## config.mk

```make
export PLATFORM = sky130hd
export DESIGN_NAME = conf_int_add_sel_ctrl
export DESIGN_NICKNAME = d
export VERILOG_FILES = /design/src/rtl/conf_int_add_sel_ctrl.sv
export SDC_FILE = /design/constraint.sdc
export NUM_CORES = 1
export LEC_CHECK = 0
export CAP_MARGIN = 25
export CORE_MARGIN = 5
export CORE_UTILIZATION = 55
export CTS_CLUSTER_SIZE = 14
export DETAILED_ROUTE_END_ITERATION = 6
export PLACE_DENSITY = 0.76
export SLEW_MARGIN = 10
export SYNTH_ARGS = -nofsm -noshare
export SYNTH_HDL_FRONTEND = slang
export SYNTH_SLANG_ARGS = --single-unit
```

## constraint.sdc

```tcl
create_clock -name clk -period 4.6 [get_ports clk]
set_input_delay 0.92 -clock clk [delete_from_list [all_inputs] [get_ports clk]]
set_output_delay 0.92 -clock clk [all_outputs]
set_load 0.01 [all_outputs]
```

## src/rtl/conf_int_add_sel_ctrl.sv

```systemverilog
// Selects accurate vs approximate adder from windowed |acc - apx| error sums.
// Ports: clk, rst (async active-low), in_valid, d__acc, d__apx, clr,
//   acc__sel, win_done, err_sum; with CONF_ADD_SEL_CTRL_STATS_EN also
//   err_max and breach_cnt.
module conf_int_add_sel_ctrl #(
  parameter int DATA_PATH_BITWIDTH = 32,
  parameter int WIN_LOG2           = 4,
  parameter int ERR_THRESH         = 4096,
  parameter int HOLD_WINDOWS       = 4
) (
  input  logic                             clk,
  input  logic                             rst,
  input  logic                             in_valid,
  input  logic [DATA_PATH_BITWIDTH:0]      d__acc,
  input  logic [DATA_PATH_BITWIDTH:0]      d__apx,
  input  logic                             clr,
  output logic                             acc__sel,
  output logic                             win_done,
  output logic [DATA_PATH_BITWIDTH+WIN_LOG2:0] err_sum
`ifdef CONF_ADD_SEL_CTRL_STATS_EN
  ,
  output logic [DATA_PATH_BITWIDTH:0]      err_max,
  output logic [15:0]                      breach_cnt
`endif
);

  localparam int DW = DATA_PATH_BITWIDTH + 1;
  localparam int SW = DW + WIN_LOG2;

  localparam logic [SW-1:0] THRESH    = SW'(ERR_THRESH);
  localparam logic [7:0]    HOLD_INIT = 8'(HOLD_WINDOWS);

  typedef enum logic {
    APX = 1'b0,
    ACC = 1'b1
  } state_t;

  logic [DW-1:0]       err;
  logic [SW-1:0]       acc_q;
  logic [SW-1:0]       sum_nxt;
  logic [WIN_LOG2-1:0] cnt_q;
  logic                take;
  logic                last;
  logic                breach;

  state_t              state_q;
  state_t              state_d;
  logic [7:0]          hold_q;
  logic [7:0]          hold_d;

  // Sample error and window arithmetic
  always_comb begin
    if (d__acc >= d__apx) begin
      err = d__acc - d__apx;
    end else begin
      err = d__apx - d__acc;
    end
  end

  // clr wins over a coincident sample
  assign take    = in_valid & ~clr;
  assign last    = take & (cnt_q == '1);
  assign sum_nxt = acc_q + SW'(err);
  assign breach  = sum_nxt > THRESH;

  // Accumulator, sample counter and window result
  always_ff @(posedge clk or negedge rst) begin
    if (!rst) begin
      acc_q    <= '0;
      cnt_q    <= '0;
      win_done <= 1'b0;
      err_sum  <= '0;
    end else begin
      win_done <= last;
      if (clr) begin
        acc_q <= '0;
        cnt_q <= '0;
      end else if (take) begin
        if (last) begin
          // window closes: publish the sum including this sample
          acc_q   <= '0;
          cnt_q   <= '0;
          err_sum <= sum_nxt;
        end else begin
          acc_q <= sum_nxt;
          cnt_q <= cnt_q + WIN_LOG2'(1);
        end
      end
    end
  end

  // FSM: state register
  always_ff @(posedge clk or negedge rst) begin
    if (!rst) begin
      state_q <= ACC;
      hold_q  <= HOLD_INIT;
    end else begin
      state_q <= state_d;
      hold_q  <= hold_d;
    end
  end

  // FSM: next state, evaluated only at window closure
  always_comb begin
    state_d = state_q;
    hold_d  = hold_q;
    if (last) begin
      unique case (state_q)
        APX: begin
          if (breach) begin
            state_d = ACC;
            hold_d  = HOLD_INIT;
          end
        end
        ACC: begin
          if (breach) begin
            hold_d = HOLD_INIT;
          end else if (hold_q <= 8'd1) begin
            state_d = APX;
            hold_d  = 8'd0;
          end else begin
            hold_d = hold_q - 8'd1;
          end
        end
        default: begin
          state_d = ACC;
          hold_d  = HOLD_INIT;
        end
      endcase
    end
  end

  // FSM: output decode straight from the state flop
  always_comb begin
    acc__sel = 1'b0;
    unique case (state_q)
      ACC:     acc__sel = 1'b1;
      default: acc__sel = 1'b0;
    endcase
  end

`ifdef CONF_ADD_SEL_CTRL_STATS_EN
  // Optional statistics
  always_ff @(posedge clk or negedge rst) begin
    if (!rst) begin
      err_max    <= '0;
      breach_cnt <= '0;
    end else if (clr) begin
      err_max    <= '0;
      breach_cnt <= '0;
    end else begin
      if (take && (err > err_max)) begin
        err_max <= err;
      end
      if (last && breach && (breach_cnt != 16'hFFFF)) begin
        breach_cnt <= breach_cnt + 16'd1;
      end
    end
  end
`endif

endmodule

```

==> reports/qor.yml, run 1 <==
place_hpwl_mm: 23.7
ys_seq_area_share_pct: 24.5
fp.dieW_microns: 138
synthArstFlopShare_pct: 100
grt_usage_pct: 69.1
std_cell_rows: 46
dp_slack_ps: -3130
synth.area.top_cells: "dfrtp_1 24%, ha_1 14%, nand2_1 6.9%, a21oi_1 5.2%, inv_1 4.1%"
stop_error: "[ERROR GRT-0232] Routing congestion too high. Check the congestion heatmap in the GUI."
initial_core_util_pct: 56.4
haltStage: "global routing (5_1_grt)"
synth-main-ff-cell: "dfrtp_1"
yosysTopAreaCellShare_pct: 24.0
die-height_microns: 138
syn_area_sq_mm: 0.00898
clock-sinks: 88
synth_cell_types: 86
grt_max_degree: 46
cts_root_buffer: "clkbuf_16"
cts_hold_buf: 0
cts_buffer_depth: 2
portBuffers: 108
avgSynthCellArea_sq_um: 7.92
synth-edff-count: 0
ctsHtreeMaxLevel: 3
synth_fp_nets: 1309
ys_seq_elements: 88
outcome: "aborted with a tool error"
routabilityCongestion: 0.929
syn_inst: 1135
numCtsBuffers: 9
synth_area_leader_cell: "dfrtp_1"
ys_warn_count: 0
grt_overflow: 7
pin_count: 109
[cell families after synthesis]
group,share of synthesized area (%)
AO/OA/AOI/OAI,26.7
XOR/XNOR,6.35
adder cells (fa/ha/maj),14.7
buffers and inverters,6.87
flip-flops,24.5
multiplexers,2.84
AND/OR/NAND/NOR,18.0
[metrics by stage]
stage / setup TNS, ps / instances / instance area, sq um / utilization [%] / hold WS (ps)
floorplan: -57700 / 1135 / 9420 / - / 450
global placement: -142510 / 1762 / 13200 / 82.7 / 457
detailed placement: -151400 / 1762 / 13200 / 82.7 / 463
CTS: -85070 / 1857 / 15200 / 95.6 / 479
[Yosys cell counts (all sizes together), types with 4 or more instances]
master,n
and2,5
a21o,38
nand4,15
mux2i,21
and3,12
a31o,4
nor3,25
o21bai,15
or3,11
o21ai,86
o21a,6
a22o,25
a21oi,96
xnor2,36
or2,5
nand2,166
inv,97
a221o,5
xor2,27
a31oi,21
a221oi,6
clkbuf,44
ha,101
mux2,4
nand2b,8
nor2b,7
nor4,5
nor2,45
or4,4
o211ai,11
a211oi,14
nand3,17
dfrtp,86
o22ai,7
buf,11
[per-layer routing]
layer	overflow	GRT usage [%]
met1	0	66.7
met2	4	85.2
met3	0	56.8
met4	3	70.1
met5	0	22.5
[what timing repair did]
action | 4_1_cts
buffers inserted | 81
gates cloned | 4
setup endpoints to repair | 81
gates resized for setup | 332
hold endpoints to repair | 0
pin swaps | 131
==> run 2, diff against run 1 <==
--- a/config.mk
+++ b/config.mk
@@ -7,10 +7,9 @@
 export LEC_CHECK = 0
 export CAP_MARGIN = 25
 export CORE_MARGIN = 5
-export CORE_UTILIZATION = 55
-export CTS_CLUSTER_SIZE = 14
+export CORE_UTILIZATION = 40
 export DETAILED_ROUTE_END_ITERATION = 6
-export PLACE_DENSITY = 0.76
+export PLACE_DENSITY_LB_ADDON = 0.15
 export SLEW_MARGIN = 10
 export SYNTH_ARGS = -nofsm -noshare
 export SYNTH_HDL_FRONTEND = slang
==> reports/qor.yml, run 2 <==
outcome: "finished with violations"
failed_checks: "negative setup slack"
ys_warn_count: 0
std_cell_rows: 54
min_period_ps: 6820
yosys.cell_count.top_type: "nand2_1"
cp_slowest_stage_delay_ps: 470
first_pass_iters: 5
syn_inst: 1135
path_clk_slew_ps: 70
cpMaxStageDelayCell: "a311o_2"
dieArea_sq_mm: 0.0256
cap_violations: 0
numCtsBuffers: 9
path_class: "input pin to flop"
wl_per_cell_microns: 15.8
hold_viol: 0
whs_ps: 468
placed_area_sq_mm: 0.0132
crit_path_end_kind: "flop"
cts_hold_buf: 0
grt_antenna_before_repair: 0
slew_headroom_pct: 35.1
max_freq_mhz: 147
cts_buffer_depth: 2
fin_skew_ps: 7.78
crit_top_cell: "a31oi_4"
cp_max_fo: 11
grt_max_degree: 60
portBuffers: 108
p_per_area_mw_per_mm2: 501
start_kind: "input pin"
fp.dieW_microns: 160
finalWirelength_mm: 30.1
clk_latency_ps: 340
yosys-top-cells-count: "166 x nand2_1, 101 x ha_1, 97 x inv_1"
period_share_pct: 148
synth_cell_types: 86
layout-drive-gt1-share_pct: 45.1
layout_common_cells: "364 x buf_4, 145 x nand2_1, 86 x dfrtp_1"
drc_errors: 0
antenna_cells: 0
coreArea_sq_mm: 0.0220
fin_nets: 1788
syn_area_sq_mm: 0.00898
synth.area.top_cells: "dfrtp_1 24%, ha_1 14%, nand2_1 6.9%, a21oi_1 5.2%, inv_1 4.1%"
ys_seq_elements: 88
top_regs: "acc_q: 37 flops, err_sum: 37 flops, hold_q: 8 flops"
viasPerCell: 5.32
clock-sinks: 88
ant_nets: 0
routabilityCongestion: 0.895
total_leakage_power_nw: 7.45
initial_core_util_pct: 40.9
hold_class: "flop to flop"
synth_fp_nets: 1309
drt_iter0_markers: 545
grt_pass1_wl_mm: 48.9
synthArstFlopShare_pct: 100
layout_commonest_cell: "buf_4"
ctsHtreeMaxLevel: 3
route.vias.total: 10100
grt_usage_pct: 22.5
rr_worst_depth: 16
drv_slew: 0
pin_count: 109
setup-violations-final: 78
area_delta_synth_final_pct: 71.5
cts_root_buffer: "clkbuf_16"
ys_seq_area_share_pct: 24.5
synth-main-ff-cell: "dfrtp_1"
final_area_sq_mm: 0.0154
synth_area_leader_cell: "dfrtp_1"
fin_total_pwr_mw: 7.73
tightest_slew_ps: 973
fillers: 1721
grt_setup_unrepaired: "true"
grt_overflow: 0
worstHoldPathCells: 2
vdd.ir_drop.worst_uv: 301
avgSynthCellArea_sq_um: 7.92
critPathRequiredTime_ps: 4850
yosysTopAreaCellShare_pct: 24.0
finalSetupTns_ps: -83580
synth-edff-count: 0
die-height_microns: 160
cts_tree: "yes"
place_hpwl_mm: 22.9
grt_pass1_vias: 9933
fin_ws_ps: -2220
cp.arrival_ps: 7070
## run 2: cell type report
cell class	count	area [sq um]	area share (%)
Clock inverter	7	62.6	0.406
Clock buffer	9	225	1.46
Tap cell	280	350	2.27
Multi-Input combinational cell	895	7810	50.7
Sequential cell	88	2200	14.3
Inverter	97	374	2.43
Timing Repair Buffer	523	4380	28.4
## run 2: logic make-up after synthesis
family          count (synthesis)  synth area share (%)
compound gates                365                  26.7
simple gates                  338                  18.0
buf+inv                       152                  6.87
fa+ha+maj                     104                  14.7
flops                          88                  24.5
xor+xnor                       63                  6.35
mux                            25                  2.84
## run 2: per-stage QoR
step	util [%]	setup slack, ps	std cells
floorplan	-	-2070	1135
global placement	60.0	-2970	1816
detailed placement	60.0	-3120	1816
CTS	68.0	-2090	1889
global route	70.2	-2510	1899
finish	70.2	-2220	1899
## run 2: worst max-delay path, delay by kind of cell
family | cells | cell delay (ps)
AO/OA/AOI/OAI | 15 | 2930
AND/OR/NAND/NOR | 6 | 1350
adder cells (fa/ha/maj) | 2 | 600
buffers and inverters | 7 | 840
XOR/XNOR | 2 | 450
## run 2: metal layers
metal,part of all wire [%],global-route usage [%],vias up
met5,0,0,-
met4,2.1,5.79,0
met3,4.0,1.57,44
met2,47,37.1,255
met1,47,32.2,4806
li1,-,-,4991
## run 2: final timing paths
| path | from | to | slack (ps) |
|---|---|---|---|
| worst max-delay path | d__acc[7] | hold_q[3] | -2220 |
| worst max register to register | acc_q[0] | hold_q[3] | 750 |
| min in group asynchronous | rst | cnt_q[3] | 640 |
| worst min-delay path | hold_q[2] | hold_q[2] | 470 |
| max in group asynchronous | rst | err_sum[12] | 3050 |
| worst min register to register | hold_q[2] | hold_q[2] | 470 |
## run 2: what timing repair did
item,in CTS,in global routing
pin swaps,93,51
gates resized for setup,317,86
endpoints found under the hold margin,0,0
buffers inserted,61,18
endpoints found under the setup margin,81,79
gates cloned,2,0
## run 2: where the power goes
group | internal [mW] | switching [mW]
registers | 0.897 | 0.147
clock network | 0.378 | 0.333
logic | 3.17 | 2.80
total | 4.44 | 3.28
Power figures use the tool's default switching activity.
==> run 3, diff against run 2 <==
==> constraint.sdc (replaced) <==
create_clock -name clk -period 4.6 [get_ports clk]
set_input_delay 0.69 -clock clk [delete_from_list [all_inputs] [get_ports clk]]
set_output_delay 0.69 -clock clk [all_outputs]
set_load 0.01 [all_outputs]
==> reports/qor.yml, run 3 (synthesis results as in run 2) <==
outcome: "finished with violations"
failed_checks: "negative setup slack"
vdd.ir_drop.worst_uv: 277
critPathRequiredTime_ps: 4860
clk_latency_ps: 340
crit-reg2reg-launch: "acc_q[0]"
pin_count: 109
viasPerCell: 5.43
numCtsBuffers: 9
use_met1_pct: 32.1
crit_top_cell: "buf_12"
dieArea_sq_mm: 0.0256
setup-violations-final: 75
path_buf_inv: 6
rr_worst_depth: 16
grt.busiest_layer: "met2"
fin_skew_ps: 4.88
cpMaxStageDelayCell: "or4b_4"
hold_viol: 0
critical_path.startpoint: "d__apx[8]"
power_frac_clock_pct: 9.5
combPwrFrac_pct: 77.7
drv_slew: 0
coreArea_sq_mm: 0.0220
hold_class: "input pin to asynchronous set/reset pin"
grt_usage_pct: 23.7
max_freq_mhz: 149
p_sw_share_pct: 42.6
min_period_ps: 6700
place_hpwl_mm: 23.1
initial_core_util_pct: 40.9
grt_max_degree: 63
drc_errors: 0
fin_nets: 1804
intPower_mw: 4.74
grt_pass1_wl_mm: 51.3
cts_tree: "yes"
cap_violations: 0
path_class: "input pin to flop"
routabilityCongestion: 0.895
clock-sinks: 88
endpoint: "hold_q[7]"
tightest_slew_ps: 1030
antenna_cells: 0
r2r_end: "hold_q[7]"
grt_overflow: 0
layout_commonest_cell: "buf_4"
first_pass_iters: 5
finalWirelength_mm: 32.6
crit_family: "compound AO/OA/AOI/OAI gates"
slew_headroom_pct: 31.0
die-height_microns: 160
start_kind: "input pin"
cp_slowest_stage_delay_ps: 540
p_sw_mw: 3.52
total_leakage_power_nw: 7.64
fp.dieW_microns: 160
cp.arrival_ps: 6960
fin_ws_ps: -2100
met2_usage_pct: 40.8
grt_antenna_before_repair: 0
gr-usage-met3_pct: 1.98
ctsHtreeMaxLevel: 3
crit_path_end_kind: "flop"
ant_nets: 0
grt_setup_unrepaired: "true"
layout-drive-gt1-share_pct: 47.2
grt_pass1_vias: 10400
p_seq_share_pct: 12.8
cts_root_buffer: "clkbuf_16"
layout_common_cells: "373 x buf_4, 136 x nand2_1, 86 x dfrtp_1"
cp_max_fo: 5
std_cell_rows: 54
period_share_pct: 146
whs_ps: 434
drt_iter0_markers: 578
final_util_pct: 72.6
path_clk_slew_ps: 70
r2r_setup_slack_ps: 630
cts_buffer_depth: 2
path_depth: 30
area_delta_synth_final_pct: 77.5
top_regs: "acc_q: 37 flops, err_sum: 37 flops, hold_q: 8 flops"
cts_hold_buf: 0
portBuffers: 108
route.vias.total: 10400
p_per_area_mw_per_mm2: 518
wl_per_cell_microns: 17.0
run 3: cell count changes in the layout (fill, tap and decap cells not counted), moves of 5 or more:
cell,previous run,this run
a21oi_2,30,24
buf_4,364,373
buf_6,48,56
nand2_1,145,136
nand2_2,17,22
xnor2_1,21,16
xnor2_2,10,16
run 3: how the worst min path moves through the flow:
stage | to | depth (start not counted) | slack [ps]
2_1_floorplan | acc_q[0] | 0 | 390
3_3_place_gp | err_sum[16] | 2 | 460
3_5_place_dp | err_sum[32] | 2 | 460
4_1_cts | hold_q[0] | 1 | 460
5_1_grt | err_sum[0] | 2 | 500
6_report | hold_q[0] | 1 | 430
run 3: final cells by class:
class | count | area [sq um]
inverters | 97 | 377
multi-input cells | 895 | 8130
flip-flops and latches | 88 | 2200
clock inverters | 7 | 93.8
fillers | 1622 | 6010
repair buffers | 539 | 4570
clock buffers | 9 | 225
well taps | 280 | 350
run 3: metal layers:
metal	vias up	wire, microns
li1	5030	-
met1	4999	14800
met2	321	15800
met3	58	1340
met4	0	724
met5	-	0
run 3: stage by stage:
stage                     instance area, sq um  power, mW  worst slack (ps)  cells  setup TNS (ps)
final                                    16000       8.26             -2100   1915          -72610
after global routing                     16000       8.68             -2330   1915          -85830
after CTS                                15300       7.55             -2120   1914          -68300
after detailed placement                 13300       5.63             -3050   1824         -133820
after global placement                   13300       5.57             -2920   1824         -125370
after floorplan                           9410       3.39             -1840   1135          -41080
run 3: timing repair:
item | in CTS | in global routing
setup buffers | 77 | 32
gates resized for setup | 320 | 165
gates cloned | 3 | 0
setup endpoints to repair | 81 | 79
pin swaps | 140 | 99
run 3: power groups by stage:
stage               Clock, mW  Combinational [mW]  Sequential (mW)
finish                  0.785                6.42             1.06
global route            0.827                6.79             1.06
CTS                     0.793                5.72             1.03
detailed placement          0                4.60             1.04
global placement            0                4.53             1.04
floorplan                   0                2.42            0.972
